$ cat config.mk
export PLATFORM = sky130hd
export DESIGN_NAME = control_sequencer
export DESIGN_NICKNAME = d
export VERILOG_FILES = /design/src/rtl/sap_u_pkg.sv /design/src/rtl/control_decode.sv /design/src/rtl/control_sequencer.sv
export SDC_FILE = /design/constraint.sdc
export NUM_CORES = 1
export LEC_CHECK = 0
export CORE_AREA = 5 5 42 44
export DETAILED_ROUTE_END_ITERATION = 10
export DIE_AREA = 0 0 47 49
export MAX_ROUTING_LAYER = met4
export PLACE_DENSITY = 0.65
export SYNTH_ARGS = -nofsm -noshare
export SYNTH_HDL_FRONTEND = slang
export SYNTH_SLANG_ARGS = --single-unit
$ cat constraint.sdc
create_clock -name clk -period 2.3 [get_ports clk]
set_input_delay 0.46 -clock clk [delete_from_list [all_inputs] [get_ports clk]]
set_output_delay 0.46 -clock clk [all_outputs]
set_load 0.02 [all_outputs]
$ cat src/rtl/sap_u_pkg.sv
// Shared SAP-U control definitions: opcodes, T-state encodings, control-word bit positions.
// Zero latency (types and constants only); no flow control.
package sap_u_pkg;

    localparam logic [3:0] OP_LDA = 4'h0;
    localparam logic [3:0] OP_ADD = 4'h1;
    localparam logic [3:0] OP_SUB = 4'h2;
    localparam logic [3:0] OP_STA = 4'h3;
    localparam logic [3:0] OP_JMP = 4'h4;
    localparam logic [3:0] OP_OUT = 4'hE;
    localparam logic [3:0] OP_HLT = 4'hF;

    typedef enum logic [2:0] {
        ST_IDLE = 3'd0,
        ST_T1   = 3'd1,
        ST_T2   = 3'd2,
        ST_T3   = 3'd3,
        ST_T4   = 3'd4,
        ST_T5   = 3'd5,
        ST_T6   = 3'd6,
        ST_HALT = 3'd7
    } t_state_e;

    localparam int CW_W            = 14;
    localparam int CW_PC_ENABLE    = 13;
    localparam int CW_PC_INC       = 12;
    localparam int CW_PC_LOAD      = 11;
    localparam int CW_MAR_LOAD     = 10;
    localparam int CW_RAM_OE       = 9;
    localparam int CW_RAM_WRITE    = 8;
    localparam int CW_IR_LOAD      = 7;
    localparam int CW_IR_ENABLE    = 6;
    localparam int CW_REG_A_LOAD   = 5;
    localparam int CW_REG_A_ENABLE = 4;
    localparam int CW_REG_B_LOAD   = 3;
    localparam int CW_ALU_ENABLE   = 2;
    localparam int CW_ALU_SUBTRACT = 1;
    localparam int CW_OUT_LOAD     = 0;

    typedef logic [CW_W-1:0] ctrl_word_t;

    // Final T-state that does useful work; unknown opcodes finish with the fetch.
    function automatic t_state_e last_active_state(input logic [3:0] op);
        case (op)
            OP_LDA, OP_STA:         return ST_T5;
            OP_ADD, OP_SUB:         return ST_T6;
            OP_JMP, OP_OUT, OP_HLT: return ST_T4;
            default:                return ST_T3;
        endcase
    endfunction

endpackage

$ cat src/rtl/control_decode.sv
// Combinational map from (T-state, opcode) to the 14-bit SAP-U control word.
// Zero latency; no flow control.
module control_decode
    import sap_u_pkg::*;
(
    input  t_state_e   i_state,
    input  logic [3:0] i_opcode,
    output ctrl_word_t o_ctrl
);

    always_comb begin
        o_ctrl = '0;
        case (i_state)
            ST_T1: begin
                o_ctrl[CW_PC_ENABLE] = 1'b1;
                o_ctrl[CW_MAR_LOAD]  = 1'b1;
            end
            ST_T2: o_ctrl[CW_PC_INC] = 1'b1;
            ST_T3: begin
                o_ctrl[CW_RAM_OE]  = 1'b1;
                o_ctrl[CW_IR_LOAD] = 1'b1;
            end
            ST_T4: begin
                case (i_opcode)
                    OP_LDA, OP_ADD, OP_SUB, OP_STA: begin
                        o_ctrl[CW_IR_ENABLE] = 1'b1;
                        o_ctrl[CW_MAR_LOAD]  = 1'b1;
                    end
                    OP_JMP: begin
                        o_ctrl[CW_IR_ENABLE] = 1'b1;
                        o_ctrl[CW_PC_LOAD]   = 1'b1;
                    end
                    OP_OUT: begin
                        o_ctrl[CW_REG_A_ENABLE] = 1'b1;
                        o_ctrl[CW_OUT_LOAD]     = 1'b1;
                    end
                    default: ;
                endcase
            end
            ST_T5: begin
                case (i_opcode)
                    OP_LDA: begin
                        o_ctrl[CW_RAM_OE]     = 1'b1;
                        o_ctrl[CW_REG_A_LOAD] = 1'b1;
                    end
                    OP_ADD, OP_SUB: begin
                        o_ctrl[CW_RAM_OE]     = 1'b1;
                        o_ctrl[CW_REG_B_LOAD] = 1'b1;
                    end
                    OP_STA: begin
                        o_ctrl[CW_REG_A_ENABLE] = 1'b1;
                        o_ctrl[CW_RAM_WRITE]    = 1'b1;
                    end
                    default: ;
                endcase
            end
            ST_T6: begin
                if (i_opcode == OP_ADD || i_opcode == OP_SUB) begin
                    o_ctrl[CW_ALU_ENABLE]   = 1'b1;
                    o_ctrl[CW_REG_A_LOAD]   = 1'b1;
                    o_ctrl[CW_ALU_SUBTRACT] = (i_opcode == OP_SUB);
                end
            end
            default: ;
        endcase
    end

endmodule

$ cat src/rtl/control_sequencer.sv
// SAP-U T-state sequencer: steps T1..T6/HALT on run, drives the decoded control word.
// Control outputs are combinational from the state register; run=0 freezes state and outputs.
module control_sequencer
    import sap_u_pkg::*;
#(
    parameter int OPCODE_W  = 4,
    parameter bit SKIP_IDLE = 1'b0
) (
    input  logic                clk,
    input  logic                reset,
    input  logic                run,
    input  logic [OPCODE_W-1:0] opcode,
    output logic                pc_enable,
    output logic                pc_inc,
    output logic                pc_load,
    output logic                mar_load,
    output logic                ram_output_enable,
    output logic                ram_write,
    output logic                ir_load,
    output logic                ir_enable,
    output logic                reg_a_load,
    output logic                reg_a_enable,
    output logic                reg_b_load,
    output logic                alu_enable,
    output logic                alu_subtract,
    output logic                out_load,
    output logic [2:0]          t_state,
    output logic                halted
);

    t_state_e   r_state;
    t_state_e   w_next;
    t_state_e   w_last;
    ctrl_word_t w_ctrl;

    assign w_last = last_active_state(opcode);

    always_comb begin
        w_next = r_state;
        case (r_state)
            ST_IDLE: w_next = ST_T1;
            ST_T1:   w_next = ST_T2;
            ST_T2:   w_next = ST_T3;
            ST_T3:   w_next = (SKIP_IDLE && w_last == ST_T3) ? ST_T1 : ST_T4;
            ST_T4: begin
                // HLT parks in HALT whether or not idle T-states are skipped.
                if (opcode == OP_HLT)
                    w_next = ST_HALT;
                else if (SKIP_IDLE && w_last == ST_T4)
                    w_next = ST_T1;
                else
                    w_next = ST_T5;
            end
            ST_T5:   w_next = (SKIP_IDLE && w_last == ST_T5) ? ST_T1 : ST_T6;
            ST_T6:   w_next = ST_T1;
            ST_HALT: w_next = ST_HALT;
            default: w_next = ST_IDLE;
        endcase
    end

    always_ff @(posedge clk or negedge reset) begin
        if (!reset)
            r_state <= ST_IDLE;
        else if (run)
            r_state <= w_next;
    end

    control_decode u_decode (
        .i_state  (r_state),
        .i_opcode (opcode),
        .o_ctrl   (w_ctrl)
    );

    assign pc_enable         = w_ctrl[CW_PC_ENABLE];
    assign pc_inc            = w_ctrl[CW_PC_INC];
    assign pc_load           = w_ctrl[CW_PC_LOAD];
    assign mar_load          = w_ctrl[CW_MAR_LOAD];
    assign ram_output_enable = w_ctrl[CW_RAM_OE];
    assign ram_write         = w_ctrl[CW_RAM_WRITE];
    assign ir_load           = w_ctrl[CW_IR_LOAD];
    assign ir_enable         = w_ctrl[CW_IR_ENABLE];
    assign reg_a_load        = w_ctrl[CW_REG_A_LOAD];
    assign reg_a_enable      = w_ctrl[CW_REG_A_ENABLE];
    assign reg_b_load        = w_ctrl[CW_REG_B_LOAD];
    assign alu_enable        = w_ctrl[CW_ALU_ENABLE];
    assign alu_subtract      = w_ctrl[CW_ALU_SUBTRACT];
    assign out_load          = w_ctrl[CW_OUT_LOAD];

    assign t_state = r_state;
    assign halted  = (r_state == ST_HALT);

endmodule

### After elaboration in Yosys (flattened, before gate mapping)

Cells that the tools add are included.
Widths: inputs -> output; s select.

* $add $sub $neg: 0
* multiply operators: 0
* divide/modulo/power cells: 0
* magnitude comparators: 0
* equal/unequal tests: 13
* shift operators: 0
* muxes and demuxes: 25
* bitwise operators: 0
* reductions and logical operators: 8

Operators by type and width (count)
* $pmux 3 s7: 1
* $mux 1: 17
* $eq 3x3->1 const B: 4
* $eq 4x2->1 const B: 2
* $eq 4x4->1 const B: 2
* $pmux 1 s2: 4
* $eq 3x2->1 const B: 2
* $mux 2: 3
* $reduce_or 5->1: 1
* $eq 4x1->1 const B: 1
* $eq 4x3->1 const B: 1
* $logic_not 4->1: 1
* $reduce_or 2->1: 2
* $reduce_or 4->1: 1
* $eq 3x1->1 const B: 1
* $logic_not 3->1: 1
* $reduce_or 3->1: 1
* $logic_or 1x1->1: 1

* bits in registers: 3
* latch bits: 0
* RAM bits: 0
* memory bits (read-only): 0
* input bits: 7
* output and inout port bits: 18
* word-level logic and storage cells: 47
* memories kept: 0

### Longest topological paths before layout

* depth after elaboration: 4
* mapped depth: 4
* gate-level depth less buffers: 3

### Modules after synthesis

Synthesis repeated with hierarchy kept, for this count alone.

* cell total of the unflattened synthesis: 48
* area, all modules: 371.6 sq um

By module, submodules not included
* control_decode: times used 1, cells an instance 33, area an instance 209.0 sq um
* control_sequencer: times used 1, cells an instance 15, area an instance 162.7 sq um

### Least setup slack after synthesis

Ideal clock, no wire load.

* path type: reg2out
* start: reg r_state[0] (netlist: t_state[0])
* end: out pc_load
* data arrival time: 1558 ps
* required time: 1840 ps
* path slack: 282 ps
* cell stages (with the launch flop): 3
* path buffers: 0
* cell sequence: dfrtp_1 or4b_4 nor4b_2

* cells in the longest elaborated chain, start to end: 2

Ends and longest elaborated chain
* start, declared: line control_sequencer.sv:31 `t_state_e r_state;`
* start signal, assigned: line control_sequencer.sv:65 `r_state <= w_next;`
* $eq 3x3->1: line control_decode.sv:13 `case (i_state)`
* $mux 1: line control_decode.sv:13
* end, declared: line control_sequencer.sv:15 `output logic pc_load,`

No other way between the ends.

### Worst setup path in the final report

* start: in opcode[3]
* end: out pc_load

* cells in the longest elaborated chain, start to end: 3

Ends and longest elaborated chain
* start, declared: line control_sequencer.sv:12 `input logic [OPCODE_W-1:0] opcode,`
* $eq 4x3->1: line control_decode.sv:24 `case (i_opcode)`
* $mux 1: line control_decode.sv:24
* $mux 1: line control_decode.sv:13

No other way between the ends.

==> impl_metrics.toml <==
[synthesis]
syn_area_per_cell_um2 = 7.38
ys_seq_elements = 3
synth_nets = 57
synth_area_um2 = 369
synth.mux.area_fraction = 0.0305
synth_top_family_by_area = "simple AND/OR/NAND/NOR gates"
synth-compound-area-share = 0.180
synthSimpleGateAreaFrac = 0.505
synthAdderAreaFrac = 0
syn_inst = 50
synth_xor_area_frac = 0.0237
yosysWarnings = 0
yosysUniqueCellTypes = 27
seq_area_frac_synth = 0.203

[critical_path]
start_kind = "input port"
endpoint_kind = "output port"
reg2reg_from = "t_state[1]$_DFFE_PN0P_"
r2r-end = "t_state[1]$_DFFE_PN0P_"
crit_arrival_ns = 1.85
worst-r2r-cell-count = 4
cp_slowest_cell = "or4b_4"
crit_chain = "clkdlybuf4s50_1, or4b_4, nor4b_4, buf_4"
path_class = "in2out"
max_stage_delay_ns = 0.52
critPathMaxFanout = 3
r2r_slack_ns = 1.10
worst_ep_required_time_ns = 1.84

[clocking]
numCtsBuffers = 3
ctsHtreeMaxLevel = 1
cts.clk_slew.worst_paths_ns = 0.03
hold_buffers = 0
clock-sinks = 3
clk_path_buf_depth = 2
post_cts_buffers = 0
insertion_delay_ns = 0.24
cts_root_buffer = "clkbuf_4"
cts_tree = "done"

[place]
hpwl_um = 932
pre_cts_slack_ns = -0.467
place_area_um2 = 709
port_buffers = 24
place_congestion = 0.700

[cells_and_area]
final_common_cell = "buf_4"
nets = 95
n_fill_cell = 159
area_growth_pct = 98.0
layout-drive-gt1-share = 0.345
stdcell_area_um2 = 731
final_cell_mix = "16 x buf_4, 12 x clkdlybuf4s50_1, 7 x nand2_1, 7 x nor2_1, 5 x clkbuf_2"
final_util = 0.521
diodes = 0

[timing]
grt_setup_unrepaired = "yes"
whs_ns = 0.410
max_freq_mhz = 433
fin_ws_ns = -0.0104
max_slew_margin = 0.836
finClkSkew_ns = 0.000921
period_share = 1.00
period_minus_slack_ns = 2.31
final_hold_viol_count = 0
finalSetupViolations = 1
slew_viol_final = 0
tightest_slew_ns = 0.244

[job]
max_cap_viol_count = 0

[die]
die_h_um = 49
die_w_um = 47
pin_count = 25
core-area_um2 = 1400
start_util = 0.263
fp-row-count = 14
dieArea_um2 = 2300

[global_routing]
grt_max_degree = 15
overflow = 0
grt_pass1_vias = 488
grt_pass1_wl_um = 2010
grtUsageTotal = 0.123
antenna_found_initial = 0

[detailed_routing]
met1_length_um = 468
top_layer_used = "met4"
met3_length_um = 73
routedWlPerCell_um = 11.7
num_vias = 508
firstDrtPassIters = 4
met2_length_um = 620
drt-initial-drc-count = 4
wirelength_um = 1200
drc_errors = 0
routed_via_density = 4.93
ant_nets = 0

[power_and_ir_drop]
total_power_w = 0.000750
vdd_drop_max_mv = 0.549
p_per_area_nw_per_um2 = 1030
p_leak_nw = 0.326

[status]
violations = "negative setup slack"
status = "finished with violations"

[hold_path]
min_path_type = "in2async"
Yosys cell counts:
library cell / number / area [um^2]
a221o_1: 1 / 10.0
nor2_1: 7 / 26.3
o21a_1: 3 / 22.5
nand2_1: 7 / 26.3
inv_1: 1 / 3.75
clkbuf_1: 2 / 7.51
dfrtp_1: 3 / 75.1
nor2b_1: 3 / 18.8
a31o_1: 1 / 8.76
nor3b_2: 1 / 12.5
and3_1: 1 / 6.26
xnor2_1: 1 / 8.76
o22ai_1: 1 / 6.26
nand3_1: 1 / 5.00
o21ai_1: 1 / 5.00
or4b_4: 1 / 13.8
o31a_1: 1 / 8.76
and2b_1: 1 / 7.51
buf_2: 2 / 10.0
nor3_1: 1 / 5.00
nor3b_1: 1 / 7.51
nor4b_2: 1 / 15.0
nor4_1: 2 / 12.5
mux2_1: 1 / 11.3
o21ai_0: 1 / 5.00
nand4bb_1: 1 / 11.3
nand2b_1: 3 / 18.8
metrics by stage:
step | TNS, ns | cells
2_1_floorplan | 0 | 50
3_3_place_gp | -3.37 | 99
3_5_place_dp | -3.60 | 99
4_1_cts | -0.000471 | 103
5_1_grt | -0.0771 | 103
6_report | -0.0104 | 103
routing by layer:
metal | vias to the layer above | global-route usage
li1 | 254 | -
met1 | 233 | 0.132
met2 | 17 | 0.186
met3 | 4 | 0.0258
met4 | 0 | 0.0968
met5 | - | -
worst max-delay path: cells and delay by family:
family / cells / cell delay, ns
and+or+nand+nor: 2 / 0.79
buffers and inverters: 2 / 0.60
repair_timing:
| item | 4_1_cts | 5_1_grt |
|---|---|---|
| gates cloned | 0 | 0 |
| resized for setup | 29 | 17 |
| endpoints found under the setup margin | 11 | 10 |
how the worst max path moves through the flow:
stage / start / to / slack (ns) / cells after the start
2_1_floorplan: t_state[0]$_DFFE_PN0P_ / pc_load / 0.28 / 2
3_3_place_gp: opcode[3] / pc_load / -0.43 / 4
3_5_place_dp: opcode[3] / pc_load / -0.47 / 4
4_1_cts: opcode[3] / pc_load / -0.0005 / 4
5_1_grt: opcode[3] / pc_load / -0.06 / 4
6_report: opcode[3] / pc_load / -0.01 / 4
where the power goes:
part,internal [W],switching (W),leakage (nW)
Clock,0.0000651,0.0000284,0.0150
Combinational,0.000261,0.000303,0.277
Sequential,0.0000797,0.0000134,0.0335
Total,0.000405,0.000345,0.326
cell type report:
| cell class | instances | area [um^2] | share of cell area |
|---|---|---|---|
| Multi-Input combinational cell | 42 | 308 | 0.421 |
| Inverter | 1 | 3.75 | 0.00514 |
| Timing Repair Buffer | 37 | 298 | 0.408 |
| Clock buffer | 4 | 26.3 | 0.0360 |
| Tap cell | 16 | 20.0 | 0.0274 |
| Sequential cell | 3 | 75.1 | 0.103 |
cell families after synthesis:
family,count (synthesis)
AO/OA/AOI/OAI,9
XOR/XNOR,1
buffers and inverters,5
flip-flops,3
multiplexers,1
AND/OR/NAND/NOR,31
(Power assumes the default switching activity.)
